==> config.mk <==
export PLATFORM = sky130hd
export DESIGN_NAME = regfile_dump_tx
export DESIGN_NICKNAME = d
export VERILOG_FILES = /design/src/rtl/dump_pkg.sv /design/src/rtl/uart_tx_byte.sv /design/src/rtl/regfile_dump_tx.sv
export SDC_FILE = /design/constraint.sdc
export NUM_CORES = 1
export LEC_CHECK = 0
export ABC_CLOCK_PERIOD_IN_PS = 2700
export BUFFER_PORTS_ARGS = -buffer_cell sky130_fd_sc_hd__buf_2
export CAP_MARGIN = 15
export CORE_MARGIN = 2
export CORE_UTILIZATION = 30
export DETAILED_ROUTE_END_ITERATION = 16
export PLACE_DENSITY = 0.54
export SLEW_MARGIN = 20
export SYNTH_ARGS = -nofsm -noshare
export SYNTH_HDL_FRONTEND = slang
export SYNTH_HIERARCHICAL = 1
export SYNTH_SLANG_ARGS = --single-unit
==> constraint.sdc <==
create_clock -name clk -period 2.7 [get_ports clk]
set_clock_uncertainty 0.1 [all_clocks]
set_input_delay 0.54 -clock clk [delete_from_list [all_inputs] [get_ports clk]]
set_output_delay 0.54 -clock clk [all_outputs]
set_load 0.005 [all_outputs]
==> src/rtl/dump_pkg.sv <==
// Shared definitions for the register-file UART dump: state encoding,
// frame geometry and baud-divider arithmetic.
package dump_pkg;

    typedef enum logic [2:0] {
        ST_IDLE  = 3'd0,
        ST_ADDR  = 3'd1,
        ST_LOAD  = 3'd2,
        ST_START = 3'd3,
        ST_DATA  = 3'd4,
        ST_STOP  = 3'd5
    } state_e;

    localparam int unsigned DATA_BITS  = 32'd8;
    localparam int unsigned FRAME_BITS = 32'd10;

    function automatic int unsigned calc_div(input int unsigned clk_freq, input int unsigned baud);
        return clk_freq / baud;
    endfunction

    // Counter width that stays at least one bit even for a single-entry range.
    function automatic int unsigned cnt_width(input int unsigned n);
        return (n > 32'd1) ? $clog2(n) : 32'd1;
    endfunction

endpackage

==> src/rtl/uart_tx_byte.sv <==
// 8N1 byte transmitter. A load on the last stop-bit cycle chains the next
// frame with no idle gap.
module uart_tx_byte
    import dump_pkg::*;
#(
    parameter int unsigned DIV = 32'd434
) (
    input  logic       clk,
    input  logic       rst,
    input  logic       load,
    input  logic [7:0] data,
    output logic       tx,
    output logic       ready
);

    localparam int unsigned CW = cnt_width(DIV);

    state_e          state_r;
    logic [CW-1:0]   baud_cnt_r;
    logic [2:0]      bit_cnt_r;
    logic [7:0]      shift_r;
    logic            tx_r;
    logic            bit_end_s;

    assign bit_end_s = (baud_cnt_r == CW'(DIV - 32'd1));
    assign tx        = tx_r;

    // Ready while idle or in the final cycle of the stop bit.
    always_comb begin
        ready = 1'b0;
        case (state_r)
            ST_IDLE: ready = 1'b1;
            ST_STOP: ready = bit_end_s;
            default: ready = 1'b0;
        endcase
    end

    // Frame sequencer with baud and bit counters.
    always_ff @(posedge clk or posedge rst) begin
        if (rst) begin
            state_r    <= ST_IDLE;
            baud_cnt_r <= '0;
            bit_cnt_r  <= 3'd0;
            shift_r    <= 8'd0;
            tx_r       <= 1'b1;
        end else begin
            case (state_r)
                ST_IDLE: begin
                    if (load) begin
                        state_r    <= ST_START;
                        baud_cnt_r <= '0;
                        shift_r    <= data;
                        tx_r       <= 1'b0;
                    end
                end
                ST_START: begin
                    if (bit_end_s) begin
                        state_r    <= ST_DATA;
                        baud_cnt_r <= '0;
                        bit_cnt_r  <= 3'd0;
                        tx_r       <= shift_r[0];
                    end else begin
                        baud_cnt_r <= baud_cnt_r + CW'(32'd1);
                    end
                end
                ST_DATA: begin
                    if (bit_end_s) begin
                        baud_cnt_r <= '0;
                        if (bit_cnt_r == 3'(DATA_BITS - 32'd1)) begin
                            state_r   <= ST_STOP;
                            bit_cnt_r <= 3'd0;
                            tx_r      <= 1'b1;
                        end else begin
                            bit_cnt_r <= bit_cnt_r + 3'd1;
                            shift_r   <= {1'b0, shift_r[7:1]};
                            tx_r      <= shift_r[1];
                        end
                    end else begin
                        baud_cnt_r <= baud_cnt_r + CW'(32'd1);
                    end
                end
                ST_STOP: begin
                    if (bit_end_s) begin
                        baud_cnt_r <= '0;
                        if (load) begin
                            state_r <= ST_START;
                            shift_r <= data;
                            tx_r    <= 1'b0;
                        end else begin
                            state_r <= ST_IDLE;
                        end
                    end else begin
                        baud_cnt_r <= baud_cnt_r + CW'(32'd1);
                    end
                end
                default: begin
                    state_r    <= ST_IDLE;
                    baud_cnt_r <= '0;
                    bit_cnt_r  <= 3'd0;
                    tx_r       <= 1'b1;
                end
            endcase
        end
    end

endmodule

==> src/rtl/regfile_dump_tx.sv <==
// Walks the register file from address 0 upward and streams every word
// MSB byte first through uart_tx_byte; pulses done after the last stop bit.
module regfile_dump_tx
    import dump_pkg::*;
#(
    parameter  int unsigned clk_freq = 32'd50000000,
    parameter  int unsigned baud     = 32'd115200,
    parameter  int unsigned NREG     = 32'd16,
    parameter  int unsigned WIDTH    = 32'd32,
    localparam int unsigned AW       = cnt_width(NREG)
) (
    input  logic             clk,
    input  logic             rst,
    input  logic             start,
    output logic [AW-1:0]    reg_addr,
    input  logic [WIDTH-1:0] reg_rdata,
    output logic             tx,
    output logic             busy,
    output logic             done
);

    localparam int unsigned DIV    = calc_div(clk_freq, baud);
    localparam int unsigned NBYTES = WIDTH / DATA_BITS;
    localparam int unsigned BW     = cnt_width(NBYTES);

    // ST_START here covers the whole run of byte frames for one word; the
    // START/DATA/STOP detail lives inside uart_tx_byte.
    state_e           state_r;
    logic [AW-1:0]    addr_r;
    logic [BW-1:0]    byte_idx_r;
    logic [WIDTH-1:0] word_r;
    logic             busy_r;
    logic             done_r;
    logic             load_s;
    logic [7:0]       byte_s;
    logic             ready_s;

    assign reg_addr = addr_r;
    assign busy     = busy_r;
    assign done     = done_r;

    // First byte comes straight from the read port; later bytes from the latched word.
    always_comb begin
        load_s = 1'b0;
        byte_s = word_r[WIDTH-1 -: 8];
        case (state_r)
            ST_LOAD: begin
                load_s = 1'b1;
                byte_s = reg_rdata[WIDTH-1 -: 8];
            end
            ST_START: begin
                if (ready_s && (byte_idx_r != '0)) begin
                    load_s = 1'b1;
                end else begin
                    load_s = 1'b0;
                end
            end
            default: load_s = 1'b0;
        endcase
    end

    // Register/byte sequencing; start is not accepted in the done cycle.
    always_ff @(posedge clk or posedge rst) begin
        if (rst) begin
            state_r    <= ST_IDLE;
            addr_r     <= '0;
            byte_idx_r <= '0;
            word_r     <= '0;
            busy_r     <= 1'b0;
            done_r     <= 1'b0;
        end else begin
            done_r <= 1'b0;
            case (state_r)
                ST_IDLE: begin
                    if (start && !done_r) begin
                        state_r <= ST_ADDR;
                        addr_r  <= '0;
                        busy_r  <= 1'b1;
                    end
                end
                ST_ADDR: begin
                    state_r <= ST_LOAD;
                end
                ST_LOAD: begin
                    word_r     <= reg_rdata << DATA_BITS;
                    byte_idx_r <= BW'(NBYTES - 32'd1);
                    state_r    <= ST_START;
                end
                ST_START: begin
                    if (ready_s) begin
                        if (byte_idx_r != '0) begin
                            byte_idx_r <= byte_idx_r - BW'(32'd1);
                            word_r     <= word_r << DATA_BITS;
                        end else if (addr_r < AW'(NREG - 32'd1)) begin
                            addr_r  <= addr_r + AW'(32'd1);
                            state_r <= ST_ADDR;
                        end else begin
                            state_r <= ST_IDLE;
                            busy_r  <= 1'b0;
                            done_r  <= 1'b1;
                        end
                    end
                end
                default: begin
                    state_r <= ST_IDLE;
                    busy_r  <= 1'b0;
                end
            endcase
        end
    end

    uart_tx_byte #(
        .DIV (DIV)
    ) u_tx (
        .clk   (clk),
        .rst   (rst),
        .load  (load_s),
        .data  (byte_s),
        .tx    (tx),
        .ready (ready_s)
    );

endmodule
[Word-level counts from Yosys, hierarchy flattened]
Cells that the tools add are included.
Storage, ports and cells
  output and inout port bits: 7
  register bits after elaboration: 67
  logic and storage cells: 112
Cells by class
  $lt $le $gt $ge: 1
  $add $sub $neg: 4
  equal/unequal tests: 20
  bitwise operators: 2
  reduce and logical (&&, ||, !) cells: 20
  muxes and demuxes: 54
Operator list (count)
  two-way mux 32 bit: 2
  one-hot mux 32 bit (2 select lines): 1
  two-way mux 8 bit: 5
  two-way mux 3 bit: 11
  one-hot mux 3 bit (4 select lines): 2
  one-hot mux 8 bit (3 select lines): 1
  two-way mux 9 bit: 2
  one-hot mux 9 bit (2 select lines): 1
  two-way mux 4 bit: 4
  inequality test 2 bit, second input constant: 8
  two-way mux 1 bit: 15
  AND reduction 5 bit: 3
  AND reduction 3 bit: 4
  adder 9 x 1 -> 9 bit, second input constant: 1
  == test 3 x 2 -> 1 bit, second input constant: 3
  == test 3 bit, second input constant: 3
  == test 9 bit, second input constant: 1
  one-hot mux 3 bit (3 select lines): 1
  inequality test 2 x 1 -> 1 bit, second input constant: 4
  one-hot mux 4 bit (2 select lines): 1
  logical NOT 3 bit: 2
  two-way mux 2 bit: 3
  nonzero test 2 bit: 3
  adder 4 x 1 -> 4 bit, second input constant: 1
  15 further kinds: 19

[Logic depth before layout (Yosys ltp)]
Gate-level depths: netlist of the first run.
  word-level depth: 8
  gate-level depth with buffers: 13
  mapped depth without buffers: 12

[By module]
Netlist of the first run, hierarchy kept.
By module, submodules not included
  regfile_dump_tx: cells each 159, instances 1, area an instance 1774.2 µm²
  uart_tx_byte: cells each 143, instances 1, area an instance 1495.2 µm²

[Worst setup path before layout of the first run]
OpenSTA, ideal clock, no wires.
  kind: reg-to-reg
  start: register u_tx.baud_cnt_r[1]
  end: register u_tx.shift_r[1]
  cell stages (with the launch flop): 13
  data arrival time: 2.673 ns
  period minus slack after synthesis: 2.898 ns
  slack: -0.198 ns
  cell sequence: dfrtp_1 inv_1 ha_1 nand4b_4 nor3_1 a21oi_1 nor2_1 and3b_2 or2_1 nor2b_1 a32o_1 buf_4 mux2_4
On the way
  word-level cells in the longest chain between the ends: 8
  elaborated cells between the ends (all ways): 11
  classes of those cells: eq/ne (3); mux (6); reduce/logical (2)
RTL lines
  start: declaration: RTL line uart_tx_byte.sv:19  | logic [CW-1:0] baud_cnt_r;
  start signal: assignment: RTL line uart_tx_byte.sv:63  | baud_cnt_r <= baud_cnt_r + CW'(32'd1);
  start signal: assignment: RTL line uart_tx_byte.sv:79  | baud_cnt_r <= baud_cnt_r + CW'(32'd1);
  start signal: assignment: RTL line uart_tx_byte.sv:93  | baud_cnt_r <= baud_cnt_r + CW'(32'd1);
  == test 9 bit (*): RTL line uart_tx_byte.sv:25  | assign bit_end_s = (baud_cnt_r == CW'(DIV - 32'd1));
  one-hot mux 1 bit (2 select lines) (*): RTL line uart_tx_byte.sv:31  | case (state_r)
  net ready_s: RTL line regfile_dump_tx.sv:36  | logic ready_s;
  logical AND 1 bit (*): RTL line regfile_dump_tx.sv:52  | if (ready_s && (byte_idx_r != '0)) begin
  two-way mux 1 bit (*): RTL line regfile_dump_tx.sv:52
  one-hot mux 1 bit (2 select lines) (*): RTL line regfile_dump_tx.sv:46  | case (state_r)
  net load_s: RTL line regfile_dump_tx.sv:34  | logic load_s;
  two-way mux 8 bit (*)
  two-way mux 8 bit
  one-hot mux 8 bit (3 select lines) (*)
  end signal: assignment: RTL line uart_tx_byte.sv:52  | shift_r <= data;
  end signal: assignment: RTL line uart_tx_byte.sv:75  | shift_r <= {1'b0, shift_r[7:1]};
  end signal: assignment: RTL line uart_tx_byte.sv:87  | shift_r <= data;
  end: declaration: RTL line uart_tx_byte.sv:21  | logic [7:0] shift_r;
The timed path passes the listed nets; every way through them passes the cells marked *. The select of a mux whose other input is x is not followed.
A chain may end at the register's enable or synchronous reset.

[Worst setup path after layout of the first run]
  start: register u_tx.baud_cnt_r[0]
  end: register u_tx.shift_r[6]
The elaborated chain is that of the path after synthesis.

==> impl_metrics.ini, run 1 <==
[clock_network]
cts_buffers = 9
root_buffer = clkbuf_8
clk_pin_slew_ps = 80
htreeDepth = 3
postCtsHoldBufs = 0
cts_buffer_depth = 2
insertion_delay_ps = 340
cts_tree = built
cts.sinks = 58

[floorplan]
core_um2 = 10750
die_area_um2 = 11750
dieHeight_um = 108.4
dieWidth_um = 108.4
start_util_pct = 30.43
fp-row-count = 38
ios = 42

[global_route]
grtUsageMet3_pct = 3.617
gr-usage-met2_pct = 19.41
first_global_vias = 2433
grt.overflow.total = 0
grt.total_usage_pct = 12.62
grt_pass1_wl_mm = 11.69
grt_max_degree = 42
globalRouteMet1Util_pct = 17.12
antenna_found_initial = 0
grt.busiest_layer = met2

[pwr]
max-vdd-ir-drop_uv = 243.4
power.leakage_uw = 0.001931
powerDensity_nw_per_um2 = 485.2

[detailed_routing]
via_per_inst = 4.665
drc = 0
vias = 2337
postRouteAntennaNets = 0
firstDrtPassIters = 4
wirelength_mm = 6.648
wl_per_cell_um = 13.27
drt_iter0_drc = 78

[yosys]
synth.distinct_cells = 60
yosysTopAreaCellShare_pct = 43.63
synth-seq-cells = 58
syn_nets = 346
synth_top_cell_by_area = dfrtp_1
synth_area_leaders = dfrtp_1, mux2i_1, mux2_2, nand2_1, ha_1
avgSynthCellArea_um2 = 10.83
synthCells = 302
synth_warnings = 6
syn-cell-area_um2 = 3269
seq_area_frac_synth_pct = 44.43
dominantRegCellSynth = dfrtp_1
yosysMostFrequentCell = dfrtp_1
synthArstFlopShare_pct = 100.0
netlist_top_cells_count = dfrtp_1, nand2_1, mux2i_1, o21ai_1, nor2_1
synth_edf_count = 0

[cells_and_area]
insertedDiodeCount = 0
fin_cells = 501
nNetsFinal = 400
final_area_um2 = 3945
fillers = 1106
syn2layout_area_growth_pct = 20.67
layout-drive-gt1-share_pct = 33.80
fin_util_pct = 36.71

[setup_path]
start_kind = flip-flop
end_kind = flip-flop
path_max_fanout = 8
worstPathRequired_ps = 2830
critPathKind = reg2reg
crit_arrival_ps = 2670
reg2reg_slack_ps = 160
r2r_cells = 12
timing.rr.end = u_tx/shift_r[6]
reg2reg_from = u_tx/baud_cnt_r[0]

[sta]
hold_viol_final = 0
worst_pin_slew_ps = 955.4
setup_viol = 0
timing.final.crit_share_pct = 94.08
period_needed_ps = 2540
slew_headroom_pct = 36.17
fin_tns_setup_ps = 0
finalMaxSlewViolations = 0
setup_ws_ps = 159.7
fmax_mhz = 393.7

[place]
dp.cells = 484
post-dp-hpwl_mm = 4.740
post-place-ws_ps = -47.49
routabilityCongestion = 0.8042
dpl_cell_area_um2 = 3670
io_buffers = 41

[outcome]
status = completed

[run]
drv_cap = 0

[min_path]
hold_class = in2async
## state kept, by name, indices dropped and copies added, names as in the netlist
signal / cells
busy: 1
byte_idx_r: 2
done: 1
reg_addr: 4
state_r: 2
u_tx/baud_cnt_r: 9
u_tx/bit_cnt_r: 3
u_tx/shift_r: 8
u_tx/state_r: 3
u_tx/tx: 1
word_r: 24
## per-stage QoR
step / power (uW) / hold WS [ps]
detailed placement: 1018 / 376.1
global placement: 1015 / 366.2
global route: 1996 / 187.3
CTS: 1948 / 147.2
floorplan: 972.6 / 350.8
finish: 1914 / 145.2
## cells in the final DEF, fill, tap and decap left out, types with 8 or more instances in the layout
| cell | count |
|---|---|
| a22o_1 | 8 |
| buf_2 | 41 |
| buf_4 | 17 |
| clkbuf_8 | 9 |
| dfrtp_1 | 57 |
| ha_1 | 9 |
| inv_1 | 10 |
| mux2_2 | 15 |
| mux2i_1 | 18 |
| nand2_1 | 36 |
| nor2_1 | 16 |
| o21ai_1 | 18 |
## layer usage
metal | part of all wire, % | wire, um
met1 | 49 | 3252
met2 | 46 | 3080
met3 | 3.7 | 245
met4 | 1.1 | 70
met5 | 0 | 0
## where the power goes
group / switching (uW) / internal, uW
sequential: 13.7 / 893
clock: 390 / 527
combinational: 42.3 / 48.7
## layout make-up
class / instances / area (um^2) / share of cell area [%]
Tap cell: 140 / 175.2 / 4.440
Timing Repair Buffer: 59 / 352.8 / 8.944
Sequential cell: 58 / 1453 / 36.82
Clock buffer: 9 / 123.9 / 3.140
Inverter: 11 / 41.29 / 1.047
Multi-Input combinational cell: 217 / 1697 / 43.01
Clock inverter: 7 / 102.6 / 2.601
## cell families (layout without fill, tap and decap cells)
kind of cell               after synthesis  after routing  share of synthesized area [%]
muxes                                   40             40                          13.78
AOI/OAI and AO/OA                       63             63                          13.62
xor gates and xnor gates                 8              8                          2.143
DFF                                     58             58                          44.43
adders and majority gates                9              9                          3.444
buffers and inverters                   27             86                          5.051
and+or+nand+nor                         97             97                          17.53
## worst max-delay path, stage by stage, from the launching register on
cell and delay (ps):
dfrtp_1 380, ha_1 230, nand4b_4 120, nor3_4 50, a21oi_2 160, nor2_2 70, and3b_2 200, or2_4 270
nand2_1 70, o21ai_0 70, a32o_2 290, buf_12 150, mux2_4 290
## worst max path at each step
stage | start | to | slack (ps)
final | u_tx/baud_cnt_r[0] | u_tx/shift_r[6] | 160
after floorplan | u_tx/baud_cnt_r[1] | u_tx/shift_r[1] | 6
after global routing | u_tx/baud_cnt_r[0] | u_tx/shift_r[2] | -10
after CTS | u_tx/baud_cnt_r[1] | u_tx/baud_cnt_r[8] | 60
after detailed placement | u_tx/baud_cnt_r[1] | u_tx/shift_r[3] | -50
after global placement | u_tx/baud_cnt_r[1] | u_tx/shift_r[5] | 10
## what timing repair did
item                                    4_1_cts  5_1_grt
resized for setup                             1        6
buffers inserted                              0        1
pin swaps                                     0        3
endpoints found under the setup margin        6       15
No activity file was read; power rests on OpenSTA's default activity.
==> inputs of run 2 (changes only) <==
--- a/config.mk
+++ b/config.mk
@@ -6,12 +6,13 @@
 export NUM_CORES = 1
 export LEC_CHECK = 0
 export ABC_CLOCK_PERIOD_IN_PS = 2700
-export BUFFER_PORTS_ARGS = -buffer_cell sky130_fd_sc_hd__buf_2
 export CAP_MARGIN = 15
 export CORE_MARGIN = 2
 export CORE_UTILIZATION = 30
 export DETAILED_ROUTE_END_ITERATION = 16
-export PLACE_DENSITY = 0.54
+export DONT_BUFFER_PORTS = 1
+export GPL_ROUTABILITY_DRIVEN = 0
+export PLACE_DENSITY = 0.5
 export SLEW_MARGIN = 20
 export SYNTH_ARGS = -nofsm -noshare
 export SYNTH_HDL_FRONTEND = slang
==> impl_metrics.ini, run 2 (same netlist as run 1, synthesis figures left out) <==
[setup_path]
r2r_cells = 12
end_kind = flip-flop
crit_arrival_ps = 2660
critPathKind = reg2reg
timing.rr.end = u_tx/shift_r[5]
start_kind = flip-flop
path_max_fanout = 8
reg2reg_from = u_tx/baud_cnt_r[1]
worstPathRequired_ps = 2820
path_cells = inv_1, ha_2, nand4b_4, nor3_4, a21oi_2, nor2_1, and3b_2, or2_4, nand2_1, o21ai_1, a32o_2, mux2_4
reg2reg_slack_ps = 170
crit_path_max_incr_delay_ps = 380
critPathSlowestCell = dfrtp_1

[floorplan]
ios = 42
die_area_um2 = 11750
dieWidth_um = 108.4
dieHeight_um = 108.4
fp-row-count = 38
start_util_pct = 30.43
core_um2 = 10750

[detailed_routing]
wl_per_cell_um = 14.32
postRouteAntennaNets = 0
vias = 2258
drt_iter0_drc = 84
via_per_inst = 4.835
firstDrtPassIters = 4
wirelength_mm = 6.686
drc = 0

[pwr]
total_power_uw = 1791
max-vdd-ir-drop_uv = 344.7
switching_power_uw = 391.0
powerDensity_nw_per_um2 = 477.5
power_frac_seq_pct = 50.6
power_frac_comb_pct = 3.6
p_clk_share_pct = 45.7
p_int_uw = 1400
sw_frac_of_total_pct = 21.83
power.leakage_uw = 0.001783

[sta]
fin_tns_setup_ps = 0
worst_pin_slew_ps = 860.3
timing.final.crit_share_pct = 93.88
period_needed_ps = 2535
setup_viol = 0
slew_headroom_pct = 42.53
finalMaxSlewViolations = 0
hold_viol_final = 0
fmax_mhz = 394.5

[run]
drv_cap = 0

[global_route]
first_global_vias = 2336
grt.overflow.total = 0
antenna_found_initial = 0
grt.total_usage_pct = 12.45
grt_max_degree = 42
grt_pass1_wl_mm = 11.27

[cells_and_area]
largest_register_ffs = 24
largestRegisters = word_r x24, u_tx/baud_cnt_r x9, u_tx/shift_r x8
insertedDiodeCount = 0
final_cell_mix = dfrtp_1, nand2_1, buf_4
layout-drive-gt1-share_pct = 25.99
nNetsFinal = 366
final_common_cell = dfrtp_1
fin_cells = 467
syn2layout_area_growth_pct = 14.70
largest-register = word_r

[clock_network]
cts_buffer_depth = 2
cts_buffers = 9
insertion_delay_ps = 340
cts_tree = built
cts.sinks = 58
root_buffer = clkbuf_8
htreeDepth = 3
clk_pin_slew_ps = 60

[place]
post-dp-hpwl_mm = 4.738
io_buffers = 0
dp.cells = 446

[outcome]
status = completed

[min_path]
hold_class = in2async
-- run 2: timing repair --
action | 4_1_cts | 5_1_grt
setup endpoints to repair | 6 | 10
resized for setup | 1 | 6
setup buffers | 0 | 5
hold buffers | 0 | 0
pin swaps | 0 | 6
-- run 2: worst max-delay path by stage --
stage                  startpoint                 end  slack (ps)  cells past startpoint
6_report       u_tx/baud_cnt_r[1]     u_tx/shift_r[5]         170                     12
3_3_place_gp   u_tx/baud_cnt_r[1]     u_tx/shift_r[6]          20                     12
3_5_place_dp   u_tx/baud_cnt_r[1]     u_tx/shift_r[4]         -60                     12
2_1_floorplan  u_tx/baud_cnt_r[1]     u_tx/shift_r[1]           6                     12
5_1_grt        u_tx/baud_cnt_r[1]     u_tx/shift_r[6]         -20                     12
4_1_cts        u_tx/baud_cnt_r[1]  u_tx/baud_cnt_r[8]         0.2                     13
-- run 2: per-stage QoR --
step / hold WS, ps / utilization (%) / instance area (um^2) / setup WS [ps]
5_1_grt: 46.01 / 34.90 / 3750 / -19.62
3_3_place_gp: 367.9 / 32.45 / 3487 / 19.92
3_5_place_dp: 373.9 / 32.45 / 3487 / -60.72
2_1_floorplan: 350.8 / - / 3289 / 6.275
4_1_cts: 33.19 / 34.32 / 3687 / 0.1841
6_report: 36.88 / 34.90 / 3750 / 165.2
-- run 2: cell type report --
| class | count | area, um^2 |
|---|---|---|
| clock buffers | 13 | 158.9 |
| inverters | 11 | 41.29 |
| clock inverters | 3 | 40.04 |
| multi-input cells | 217 | 1694 |
| repair buffers | 25 | 187.7 |
| fillers | 1122 | 6995 |
| well taps | 140 | 175.2 |
| flip-flops and latches | 58 | 1453 |
-- run 2: worst max-delay path, delay by kind of cell (launching register included) --
family          cells  cell delay (ps)
simple gates        6              840
compound gates      3              520
flops               1              380
mux                 1              330
fa+ha+maj           1              190
buf+inv             1               70
-- run 2: per-layer routing --
layer / part of all wire, % / vias up / global-route usage (%)
li1: - / 1121 / -
met1: 47 / 1087 / 16.11
met2: 47 / 44 / 19.23
met3: 4.6 / 6 / 4.039
met4: 1.5 / 0 / 5.037
met5: 0 / - / 0
-- run 2: power groups by stage --
stage / registers, uW / clock network, uW / logic, uW
2_1_floorplan: 918 / 0 / 54.3
3_3_place_gp: 922 / 0 / 66.7
3_5_place_dp: 923 / 0 / 68.0
4_1_cts: 907 / 841 / 68.0
5_1_grt: 910 / 875 / 75.8
6_report: 907 / 819 / 65.2
==> inputs of run 3 (changes only) <==
--- a/config.mk
+++ b/config.mk
@@ -8,11 +8,11 @@
 export ABC_CLOCK_PERIOD_IN_PS = 2700
 export CAP_MARGIN = 15
 export CORE_MARGIN = 2
-export CORE_UTILIZATION = 30
+export CORE_UTILIZATION = 40
 export DETAILED_ROUTE_END_ITERATION = 16
 export DONT_BUFFER_PORTS = 1
 export GPL_ROUTABILITY_DRIVEN = 0
-export PLACE_DENSITY = 0.5
+export PLACE_DENSITY = 0.61
 export SLEW_MARGIN = 20
 export SYNTH_ARGS = -nofsm -noshare
 export SYNTH_HDL_FRONTEND = slang
==> impl_metrics.ini, run 3 (same netlist as run 1, synthesis figures left out) <==
[clock_network]
clk_pin_slew_ps = 70
cts_tree = built
insertion_delay_ps = 340
cts_buffer_depth = 2
cts.sinks = 58
root_buffer = clkbuf_8
htreeDepth = 3
cts_buffers = 9
postCtsHoldBufs = 0

[detailed_routing]
drt_iter0_drc = 70
drc = 0
via_per_inst = 5.272
postRouteAntennaNets = 0
firstDrtPassIters = 4
vias = 2246
wirelength_mm = 6.643
wl_per_cell_um = 15.59

[floorplan]
core_um2 = 7807
start_util_pct = 41.88
dieWidth_um = 94.41
die_area_um2 = 8912
dieHeight_um = 94.41
ios = 42
fp-row-count = 32

[setup_path]
reg2reg_slack_ps = 120
end_kind = flip-flop
crit_path_max_incr_delay_ps = 400
crit_arrival_ps = 2750
start_kind = flip-flop
critPathKind = reg2reg
crit_family = simple AND/OR/NAND/NOR gates
critPathSlowestCell = nor4_4
path_cells = ha_2, nand4b_4, nor3_4, a21oi_2, nor2_1, and3b_2, or2_4, buf_4, nor4_4, buf_4, buf_4, nand2_1, o21ai_0
path_max_fanout = 5
cp.buffers_inverters = 3
worstPathRequired_ps = 2860
cpMostUsedCell = buf_4

[outcome]
status = completed

[place]
io_buffers = 0
post-place-ws_ps = -42.25
post-dp-hpwl_mm = 4.571

[sta]
fin_tns_setup_ps = 0
hold_viol_final = 0
hold_ws_ps = 48.58
timing.final.crit_share_pct = 95.68
slew_headroom_pct = 42.26
period_needed_ps = 2583
fmax_mhz = 387.1
worst_pin_slew_ps = 860.8
finalMaxSlewViolations = 0
setup_viol = 0
rsz0062_at_grt = true
setup_ws_ps = 116.7

[global_route]
antenna_found_initial = 0
grt_pass1_wl_mm = 10.76
grt.overflow.total = 0
grt.total_usage_pct = 15.88
first_global_vias = 2200
grt_max_degree = 42

[cells_and_area]
final_cell_mix = dfrtp_1, nand2_1, buf_4
largest_register_ffs = 24
final_common_cell = dfrtp_1
nNetsFinal = 363
largest-register = word_r
insertedDiodeCount = 0
layout-drive-gt1-share_pct = 25.62
syn2layout_area_growth_pct = 13.01
largestRegisters = word_r x24, u_tx/baud_cnt_r x9, u_tx/shift_r x8
fillers = 732

[min_path]
hold_class = in2async

[pwr]
power.leakage_uw = 0.001759
powerDensity_nw_per_um2 = 484.4
max-vdd-ir-drop_uv = 300.3

[run]
drv_cap = 0
-- run 3: cell count changes in the layout (fill, tap and decap cells not counted), sizes merged --
cell,delta
clkinvlp,+3
clkbuf,-4
buf,-3
clkinv,+1
-- run 3: worst register-to-register path: stages, from the launching register on --
cell and delay [ps]:
dfrtp_1 390, ha_2 200, nand4b_4 110, nor3_4 60
a21oi_2 140, nor2_1 80, and3b_2 220, or2_4 230
buf_4 160, nor4_4 400, buf_4 190, buf_4 110
nand2_1 50, o21ai_0 60
-- run 3: cell type report --
cell class / count / area (um^2) / share of cell area (%)
clock inverter: 7 / 78.83 / 2.133
tap: 102 / 127.6 / 3.454
timing repair buffer: 22 / 177.7 / 4.809
multi-input combinational: 217 / 1693 / 45.82
sequential: 58 / 1453 / 39.32
inverter: 11 / 41.29 / 1.118
clock buffer: 9 / 123.9 / 3.353
-- run 3: what timing repair did --
action	4_1_cts	5_1_grt
setup buffers	0	4
pin swaps	0	5
gates resized for setup	2	4
setup endpoints to repair	8	14
-- run 3: metal layers --
metal,routed length [um],global-route usage [%]
met2,3136,23.57
met5,0,0
met3,453,6.225
met1,2924,20.92
met4,129,6.159
-- run 3: path summary, 6_finish.rpt --
path,from,cells after the start,end
worst max-delay path,u_tx/baud_cnt_r[0],13,u_tx/baud_cnt_r[0]
worst min-delay path,rst,1,u_tx/state_r[2]
worst max register to register,u_tx/baud_cnt_r[0],13,u_tx/baud_cnt_r[0]
worst min register to register,word_r[22],2,word_r[22]
max in group asynchronous,rst,1,u_tx/bit_cnt_r[1]
min in group clk,reg_rdata[3],1,word_r[11]
-- run 3: report_power, final --
group | internal (uW) | switching (uW)
sequential | 893 | 13.2
combinational | 30.9 | 33.3
clock | 431 | 388
-- run 3: stage by stage --
stage / utilization (%) / std cells / total power (uW) / area, um^2
2_1_floorplan: - / 302 / 972.6 / 3289
3_3_place_gp: 43.86 / 406 / 987.7 / 3425
3_5_place_dp: 43.86 / 406 / 990.0 / 3425
4_1_cts: 46.59 / 422 / 1821 / 3637
5_1_grt: 47.32 / 426 / 1870 / 3695
6_report: 47.32 / 426 / 1790 / 3695
